$ cat config.mk
export PLATFORM = sky130hd
export DESIGN_NAME = lsu_ctrl
export DESIGN_NICKNAME = d
export VERILOG_FILES = /design/src/rtl/lsu_ctrl.sv
export SDC_FILE = /design/constraint.sdc
export NUM_CORES = 1
export LEC_CHECK = 0
export ABC_CLOCK_PERIOD_IN_PS = 4630
export CAP_MARGIN = 30
export CELL_PAD_IN_SITES_DETAIL_PLACEMENT = 0
export CELL_PAD_IN_SITES_GLOBAL_PLACEMENT = 2
export CORE_MARGIN = 2
export CORE_UTILIZATION = 30
export DETAILED_ROUTE_END_ITERATION = 8
export GPL_ROUTABILITY_DRIVEN = 0
export HOLD_SLACK_MARGIN = 0.08
export PLACE_DENSITY = 0.95
export SYNTH_ARGS = -nofsm -noshare
export SYNTH_HDL_FRONTEND = slang
export SYNTH_SLANG_ARGS = --single-unit
$ cat constraint.sdc
create_clock -name clk -period 4.63 [get_ports clk]
set_input_delay 0.6945 -clock clk [delete_from_list [all_inputs] [get_ports clk]]
set_output_delay 0.6945 -clock clk [all_outputs]
set_load 0.02 [all_outputs]
$ cat src/rtl/lsu_ctrl.sv
// rtl/lsu_ctrl.sv - load/store unit: CPU access to word-aligned memory req/ack with byte enables
// Optional LSU_TIMEOUT_EN: abandons a BUSY access after TIMEOUT_CYCLES cycles without mem_ack.
module lsu_ctrl #(
    parameter int ADDR_WIDTH     = 32,
    parameter int DATA_WIDTH     = 32,
    parameter int TIMEOUT_CYCLES = 255
) (
    input  logic                  clk,
    input  logic                  rst_n,
    input  logic                  req_valid,
    input  logic                  req_we,
    input  logic [2:0]            funct3,
    input  logic [ADDR_WIDTH-1:0] addr,
    input  logic [DATA_WIDTH-1:0] wdata,
    output logic                  ready,
    output logic                  done,
    output logic                  err,
    output logic [DATA_WIDTH-1:0] rdata,
    output logic                  mem_req,
    output logic                  mem_we,
    output logic [3:0]            mem_be,
    output logic [ADDR_WIDTH-1:0] mem_addr,
    output logic [DATA_WIDTH-1:0] mem_wdata,
    input  logic                  mem_ack,
    input  logic [DATA_WIDTH-1:0] mem_rdata
);

    typedef enum logic [1:0] {
        S_IDLE = 2'd0,
        S_BUSY = 2'd1,
        S_RESP = 2'd2
    } state_t;

    state_t                state_q, state_d;
    logic                  we_q, we_d;
    logic [2:0]            f3_q, f3_d;
    logic [1:0]            off_q, off_d;
    logic                  ready_q, ready_d;
    logic                  done_q, done_d;
    logic                  err_q, err_d;
    logic [DATA_WIDTH-1:0] rdata_q, rdata_d;
    logic                  mem_req_q, mem_req_d;
    logic                  mem_we_q, mem_we_d;
    logic [3:0]            mem_be_q, mem_be_d;
    logic [ADDR_WIDTH-1:0] mem_addr_q, mem_addr_d;
    logic [DATA_WIDTH-1:0] mem_wdata_q, mem_wdata_d;
    logic                  tmo_hit;

`ifdef LSU_TIMEOUT_EN
    localparam int CNT_W = (TIMEOUT_CYCLES > 255) ? $clog2(TIMEOUT_CYCLES + 1) : 8;
    logic [CNT_W-1:0] cnt_q, cnt_d;
    // Last permitted BUSY cycle: the count reaches TIMEOUT_CYCLES if this one also lacks an ack.
    assign tmo_hit = (cnt_q == CNT_W'(TIMEOUT_CYCLES - 1));
`else
    assign tmo_hit = 1'b0;
`endif

    // Request decode, evaluated on the incoming request in IDLE.
    logic                  legal;
    logic                  aligned;
    logic [3:0]            be_new;
    logic [DATA_WIDTH-1:0] wdata_new;

    always_comb begin
        if (req_we) begin
            legal = (funct3 == 3'b000) || (funct3 == 3'b001) || (funct3 == 3'b010);
        end else begin
            legal = (funct3 != 3'b011) && (funct3 != 3'b110) && (funct3 != 3'b111);
        end
        case (funct3[1:0])
            2'b01:   aligned = ~addr[0];
            2'b10:   aligned = (addr[1:0] == 2'b00);
            default: aligned = 1'b1;
        endcase
        case (funct3[1:0])
            2'b00:   be_new = 4'b0001 << addr[1:0];
            2'b01:   be_new = 4'b0011 << {addr[1], 1'b0};
            default: be_new = 4'b1111;
        endcase
        case (funct3[1:0])
            2'b00:   wdata_new = {4{wdata[7:0]}};
            2'b01:   wdata_new = {2{wdata[15:0]}};
            default: wdata_new = wdata;
        endcase
    end

    // Lane extraction from the returning word, using the latched offset and width.
    logic [7:0]            lane_b;
    logic [15:0]           lane_h;
    logic [DATA_WIDTH-1:0] load_ext;

    always_comb begin
        case (off_q)
            2'd0:    lane_b = mem_rdata[7:0];
            2'd1:    lane_b = mem_rdata[15:8];
            2'd2:    lane_b = mem_rdata[23:16];
            default: lane_b = mem_rdata[31:24];
        endcase
        lane_h = off_q[1] ? mem_rdata[31:16] : mem_rdata[15:0];
        case (f3_q)
            3'b000:  load_ext = {{24{lane_b[7]}}, lane_b};
            3'b001:  load_ext = {{16{lane_h[15]}}, lane_h};
            3'b010:  load_ext = mem_rdata;
            3'b100:  load_ext = {24'd0, lane_b};
            3'b101:  load_ext = {16'd0, lane_h};
            default: load_ext = '0;
        endcase
    end

    always_comb begin
        state_d     = state_q;
        we_d        = we_q;
        f3_d        = f3_q;
        off_d       = off_q;
        ready_d     = ready_q;
        done_d      = 1'b0;
        err_d       = 1'b0;
        rdata_d     = rdata_q;
        mem_req_d   = mem_req_q;
        mem_we_d    = mem_we_q;
        mem_be_d    = mem_be_q;
        mem_addr_d  = mem_addr_q;
        mem_wdata_d = mem_wdata_q;
`ifdef LSU_TIMEOUT_EN
        cnt_d       = cnt_q;
`endif
        case (state_q)
            S_IDLE: begin
                if (req_valid) begin
                    we_d    = req_we;
                    f3_d    = funct3;
                    off_d   = addr[1:0];
                    ready_d = 1'b0;
                    if (legal && aligned) begin
                        state_d     = S_BUSY;
                        mem_req_d   = 1'b1;
                        mem_we_d    = req_we;
                        mem_be_d    = be_new;
                        mem_addr_d  = {addr[ADDR_WIDTH-1:2], 2'b00};
                        mem_wdata_d = req_we ? wdata_new : '0;
`ifdef LSU_TIMEOUT_EN
                        cnt_d       = '0;
`endif
                    end else begin
                        state_d = S_RESP;
                        done_d  = 1'b1;
                        err_d   = 1'b1;
                        rdata_d = '0;
                    end
                end
            end
            S_BUSY: begin
                if (mem_ack || tmo_hit) begin
                    state_d     = S_RESP;
                    done_d      = 1'b1;
                    err_d       = ~mem_ack;
                    rdata_d     = (mem_ack && !we_q) ? load_ext : '0;
                    mem_req_d   = 1'b0;
                    mem_we_d    = 1'b0;
                    mem_be_d    = '0;
                    mem_addr_d  = '0;
                    mem_wdata_d = '0;
                end
`ifdef LSU_TIMEOUT_EN
                else begin
                    cnt_d = cnt_q + CNT_W'(1);
                end
`endif
            end
            S_RESP: begin
                state_d = S_IDLE;
                ready_d = 1'b1;
            end
            default: begin
                state_d = S_IDLE;
                ready_d = 1'b1;
            end
        endcase
    end

    always_ff @(posedge clk or negedge rst_n) begin
        if (!rst_n) begin
            state_q     <= S_IDLE;
            we_q        <= 1'b0;
            f3_q        <= 3'b000;
            off_q       <= 2'b00;
            ready_q     <= 1'b1;
            done_q      <= 1'b0;
            err_q       <= 1'b0;
            rdata_q     <= '0;
            mem_req_q   <= 1'b0;
            mem_we_q    <= 1'b0;
            mem_be_q    <= '0;
            mem_addr_q  <= '0;
            mem_wdata_q <= '0;
`ifdef LSU_TIMEOUT_EN
            cnt_q       <= '0;
`endif
        end else begin
            state_q     <= state_d;
            we_q        <= we_d;
            f3_q        <= f3_d;
            off_q       <= off_d;
            ready_q     <= ready_d;
            done_q      <= done_d;
            err_q       <= err_d;
            rdata_q     <= rdata_d;
            mem_req_q   <= mem_req_d;
            mem_we_q    <= mem_we_d;
            mem_be_q    <= mem_be_d;
            mem_addr_q  <= mem_addr_d;
            mem_wdata_q <= mem_wdata_d;
`ifdef LSU_TIMEOUT_EN
            cnt_q       <= cnt_d;
`endif
        end
    end

    assign ready     = ready_q;
    assign done      = done_q;
    assign err       = err_q;
    assign rdata     = rdata_q;
    assign mem_req   = mem_req_q;
    assign mem_we    = mem_we_q;
    assign mem_be    = mem_be_q;
    assign mem_addr  = mem_addr_q;
    assign mem_wdata = mem_wdata_q;

endmodule

==> impl_metrics.ini, run 1 <==
[pwr]
swShare_pct = 36.5
p_switching_mw = 1.45
p_leak_nw = 3.63
p_int_mw = 2.52
p_comb_share_pct = 44.2
p_clk_share_pct = 19.1
power-per-cell-area_nw_per_um2 = 494
pwr-share-seq_pct = 36.7
ir_worst_vdd_mv = 0.220
p_total_mw = 3.97

[sta]
post-route-min-period_ps = 3200
hold_viol = 0
fin_setup_tns_ps = 0
fin_hold_ws_ps = 219
clock_skew_ps = 8.85
rsz0062_at_grt = no
post-route-period-util_pct = 69.2
max_freq_mhz = 312
setup_viol = 0
finalMaxSlewViolations = 0
relSlewSlack_pct = 32.5
max_slew.worst_pin.slew_ps = 1010

[worst_setup_path]
required_ps = 4890
critPathCaptureType = flop
cp_max_fo = 18
rrSetupSlack_ps = 2230
critical_path_class = input port to flop
startpoint_type = input port
cp.arrival_ps = 3460

[logic_synthesis]
yosys_most_used_dff = dfrtp_1
synth_edf_count = 0
synthXorXnorAreaFrac_pct = 0
synth_mux_area_share_pct = 13.7
synth_area_um2 = 5560
postSynthAreaPerCell_um2 = 11.6
ys_types = 51
yosys_register_bits = 111
synth_top_area_share_pct = 49.5
synthTopCellsByCount = dfrtp_1, nand2_1, o2bb2ai_1, mux2i_1, inv_1
yosysSeqAreaShare_pct = 50.0
synth.most_common_cell = dfrtp_1
syn_inst = 480
ys_async_sr_fraction_pct = 100
synthSimpleGateAreaFrac_pct = 7.95
synth_top_family_by_area = compound AO/OA/AOI/OAI gates
synth_compound_area_share_pct = 20.6
synth_area_leaders = dfrtp_1, mux2i_1, o2bb2ai_1
synth-warning-count = 0
yosysTopAreaCell = dfrtp_1
synth_fa_ha_area_share_pct = 0.901

[clock_network]
root_buffer = clkbuf_16
clkTransAtPathRegs_ps = 70
post_cts.repair.setup_buffers = 0
clk_latency_ps = 350
cts_resized = 0
cts_buffer_depth = 2
cts.htree.levels = 3
numCtsBuffers = 9
cts_tree = yes
clock_sinks = 111
postCtsHoldBufs = 0

[detailed_routing]
dr.pass1.iters = 9
drc = 16
initialDrtViolationCount = 257
ant_nets = 0
via_count = 4633
wl_per_cell_um = 18.4
drt_wl_total_um = 16700
drt-vias-per-instance = 5.12

[floorplanning]
coreArea_um2 = 18100
start_util_pct = 30.7
dieHeight_um = 140
design.die.area_um2 = 19600
die_width_um = 140
rows = 49
ios = 209

[grt]
grt_pass1_vias = 4906
grt_max_degree = 65
grt_overflow = 0
grt_pass1_wl_um = 26500
grt.total_usage_pct = 17.1
antenna_found_initial = 0

[placement]
portBuffers = 206
dpl.hpwl_um = 12100
dp.cells = 889

[run]
cap_violations = 0

[finish]
multi_input_area_um2 = 2410
final_cells = 905
fin_nets = 779
seqCellArea_um2 = 2780
post-route-util_pct = 44.5
layout-drive-gt1-share_pct = 9.02
num_antenna_cells = 0
fillerInstances = 1637
area_delta_synth_final_pct = 44.8

[worst_hold_path]
hold_class = input port to asynchronous set/reset pin

[status]
status = finished, violations left
violations = DRC
==> flip-flops by register name, indices dropped and copies added (netlist names), 2 cells and up <==
| name | cells |
|---|---|
| off_q | 2 |
| mem_wdata | 32 |
| mem_be | 4 |
| mem_addr | 30 |
| rdata | 32 |
| state_q | 2 |
| f3_q | 3 |
==> cell type report <==
class | count | area share [%]
clock buffers | 14 | 3.28
clock inverters | 2 | 0.187
inverters | 36 | 1.68
multi-input cells | 298 | 30.0
flip-flops and latches | 111 | 34.5
well taps | 229 | 3.56
repair buffers | 215 | 26.8
==> worst paths after layout <==
check / endpoint / from / cells after the start
worst min register to register: mem_we / mem_we / 1
worst max-delay path: rdata[16] / funct3[1] / 8
max in group asynchronous: rdata[31] / rst_n / 3
worst max register to register: rdata[14] / off_q[1] / 5
worst min-delay path: rdata[27] / rst_n / 1
min in group clk: mem_we / mem_we / 1
==> cell usage in the layout, fill, tap and decap left out, types with 9 or more instances in the layout <==
cell type        Yosys  routed
a22o_1              16      16
mux2_2              10      10
dfrtp_1            110     110
clkdlybuf4s50_1      0     205
o2bb2ai_1           52      52
mux2i_1             47      47
inv_1               36      36
a221oi_1            10      10
o21ai_0             12      12
a21oi_1             19      19
clkbuf_16            0       9
nand2_1             52      52
a22oi_1             16      16
==> power by group through the flow <==
stage	sequential [mW]	clock (mW)	combinational (mW)
after floorplan	1.74	0	0.657
after global placement	1.48	0	1.72
after detailed placement	1.47	0	1.77
after CTS	1.46	0.777	1.77
after global routing	1.50	0.818	1.88
final	1.46	0.757	1.76
==> worst max-delay path, cell delays in order <==
cell,delay [ps]
clkdlybuf4s50_1,440
inv_1,130
ha_1,480
or2b_1,290
and3_4,200
o31ai_4,700
buf_4,370
o2bb2ai_1,150
==> metal layers <==
layer  global-route usage, %  vias up  wire length [um]
met5                       0        -                 0
met4                    6.96        0               278
met3                    4.58       18              1310
met2                    27.2      181              7980
met1                    22.1     2300              7090
li1                        -     2134                 -
==> logic make-up after synthesis <==
| kind of cell | after synthesis |
|---|---|
| other | 1 |
| muxes | 65 |
| buffers and inverters | 72 |
| DFF | 111 |
| and+or+nand+nor | 88 |
| adders and majority gates | 4 |
| AOI/OAI and AO/OA | 139 |
==> metrics by stage <==
stage / worst slack, ps / cell area (um^2)
after floorplan: 2250 / 5560
after global placement: 1180 / 7720
after detailed placement: 1080 / 7770
after CTS: 1450 / 8050
after global routing: 1270 / 8050
final: 1430 / 8050
(Power assumes the default switching activity.)
==> run 2, diff against run 1 <==
==> config.mk (replaced) <==
export PLATFORM = sky130hd
export DESIGN_NAME = lsu_ctrl
export DESIGN_NICKNAME = d
export VERILOG_FILES = /design/src/rtl/lsu_ctrl.sv
export SDC_FILE = /design/constraint.sdc
export NUM_CORES = 1
export LEC_CHECK = 0
export ABC_CLOCK_PERIOD_IN_PS = 3000
export CAP_MARGIN = 30
export CELL_PAD_IN_SITES_DETAIL_PLACEMENT = 0
export CELL_PAD_IN_SITES_GLOBAL_PLACEMENT = 2
export CORE_MARGIN = 2
export CORE_UTILIZATION = 27
export DETAILED_ROUTE_END_ITERATION = 8
export GPL_ROUTABILITY_DRIVEN = 0
export HOLD_SLACK_MARGIN = 0.08
export PLACE_DENSITY = 0.88
export SYNTH_ARGS = -nofsm -noshare
export SYNTH_HDL_FRONTEND = slang
export SYNTH_SLANG_ARGS = --single-unit
==> constraint.sdc (replaced) <==
create_clock -name clk -period 3 [get_ports clk]
set_input_delay 0.45 -clock clk [delete_from_list [all_inputs] [get_ports clk]]
set_output_delay 0.45 -clock clk [all_outputs]
set_load 0.02 [all_outputs]
==> run 2 against run 1 <==
- the flow now finishes without violations
- non-clock buffer count is 3 higher
- power is 57% higher
- design area is 1.5% higher
- clock skew is 4.6 ps lower
- worst setup slack worse by 880 ps
- critical path depth is 1 lower
- cell count is 5.0% higher
- global-route usage is 0.76 points lower
==> impl_metrics.ini, run 2 (synthesis results as in run 1) <==
[status]
status = completed

[sta]
rsz0062_at_grt = no
setup_slack_ps = 544
post-route-period-util_pct = 81.9
fin_setup_tns_ps = 0
clock_skew_ps = 4.24
max_slew.worst_pin.slew_ps = 950
hold_viol = 0
post-route-min-period_ps = 2460
finalMaxSlewViolations = 0
relSlewSlack_pct = 36.7
setup_viol = 0
max_freq_mhz = 407

[clock_network]
post_cts.repair.setup_buffers = 0
cts_resized = 0
clkTransAtPathRegs_ps = 80
root_buffer = clkbuf_16
numCtsBuffers = 9
clock_sinks = 111
clk_latency_ps = 360
cts.htree.levels = 3
cts_tree = yes
cts_buffer_depth = 2
postCtsHoldBufs = 0

[run]
cap_violations = 0

[detailed_routing]
drt_wl_total_um = 17300
drc = 0
ant_nets = 0
drt-vias-per-instance = 4.86
dr.pass1.iters = 4
wl_per_cell_um = 18.2
initialDrtViolationCount = 230
via_count = 4616

[worst_setup_path]
cp.arrival_ps = 2760
worstSetupStartpoint = funct3[0]
critPathBufInv = 2
worst-path-stages = 7
cpPeakStageDelay_ps = 580
worstPathCellList = clkdlybuf4s50_1, inv_1, ha_1, o21ai_0, o311ai_4, nor3_2, a22o_1
critPathCaptureType = flop
cp_max_fo = 9
critical_path_class = input port to flop
r2r_start = off_q[1]
required_ps = 3300
r2r_cells = 5
path_delay_family = compound AO/OA/AOI/OAI gates
startpoint_type = input port
cp_slowest_cell = nor3_2

[placement]
dpl.hpwl_um = 12500
place_ws_ps = 167
portBuffers = 206
dp.cells = 933

[floorplanning]
rows = 52
design.die.area_um2 = 21700
ios = 209
die_width_um = 147
dieHeight_um = 147
start_util_pct = 27.5
coreArea_um2 = 20200

[pwr]
power-per-cell-area_nw_per_um2 = 762
p_total_mw = 6.22
ir_worst_vdd_mv = 0.428
p_leak_nw = 3.67

[finish]
final_common_cell = clkdlybuf4s50_1
fin_nets = 782
final_cell_mix = clkdlybuf4s50_1, dfrtp_1, nand2_1, o2bb2ai_1, mux2i_1
area_delta_synth_final_pct = 47.0
final_cells = 950
layout-drive-gt1-share_pct = 9.87
post-route-util_pct = 40.4

[grt]
grt_pass1_wl_um = 27600
grt.total_usage_pct = 16.3
grt_max_degree = 59
grt_pass1_vias = 4935
antenna_found_initial = 2
grt_overflow = 0

[worst_hold_path]
hold_class = input port to asynchronous set/reset pin
==> run 2: final timing paths <==
path                                     end  slack (ps)
worst min-delay path            mem_wdata[1]         150
max in group asynchronous              ready        2010
worst max-delay path            mem_wdata[0]         540
min in group clk                     mem_req         480
worst max register to register     rdata[26]         930
worst min register to register       mem_req         480
==> run 2: routing by layer <==
layer  share of wire [%]  track usage [%]  up-vias  wire, um
li1                    -                -     2149         -
met5               0.075                0        -        13
met2                  46             25.7      170      8040
met3                 8.8             6.05       22      1520
met4                 1.9             6.39        2       329
met1                  43             20.4     2273      7400
==> run 2: where the power goes <==
part / leakage, nW / internal [mW] / switching (mW)
clock: 0.144 / 0.593 / 0.635
combinational: 2.07 / 1.36 / 1.40
sequential: 1.46 / 1.93 / 0.303
total: 3.67 / 3.89 / 2.33
==> run 2: cell type report <==
type                            count  area [um^2]
Clock buffer                        9          225
Timing Repair Buffer              218         2200
Multi-Input combinational cell    298         2410
Clock inverter                      7         77.6
Inverter                           36          135
Tap cell                          270          338
Sequential cell                   111         2780
Fill cell                        1892        12100
Antenna cell                        1         2.50
==> run 2: stage by stage <==
stage	hold slack [ps]	area, um^2
after floorplan	154	5560
after global placement	463	7860
after detailed placement	468	7860
after CTS	176	8170
after global routing	183	8170
final	146	8170
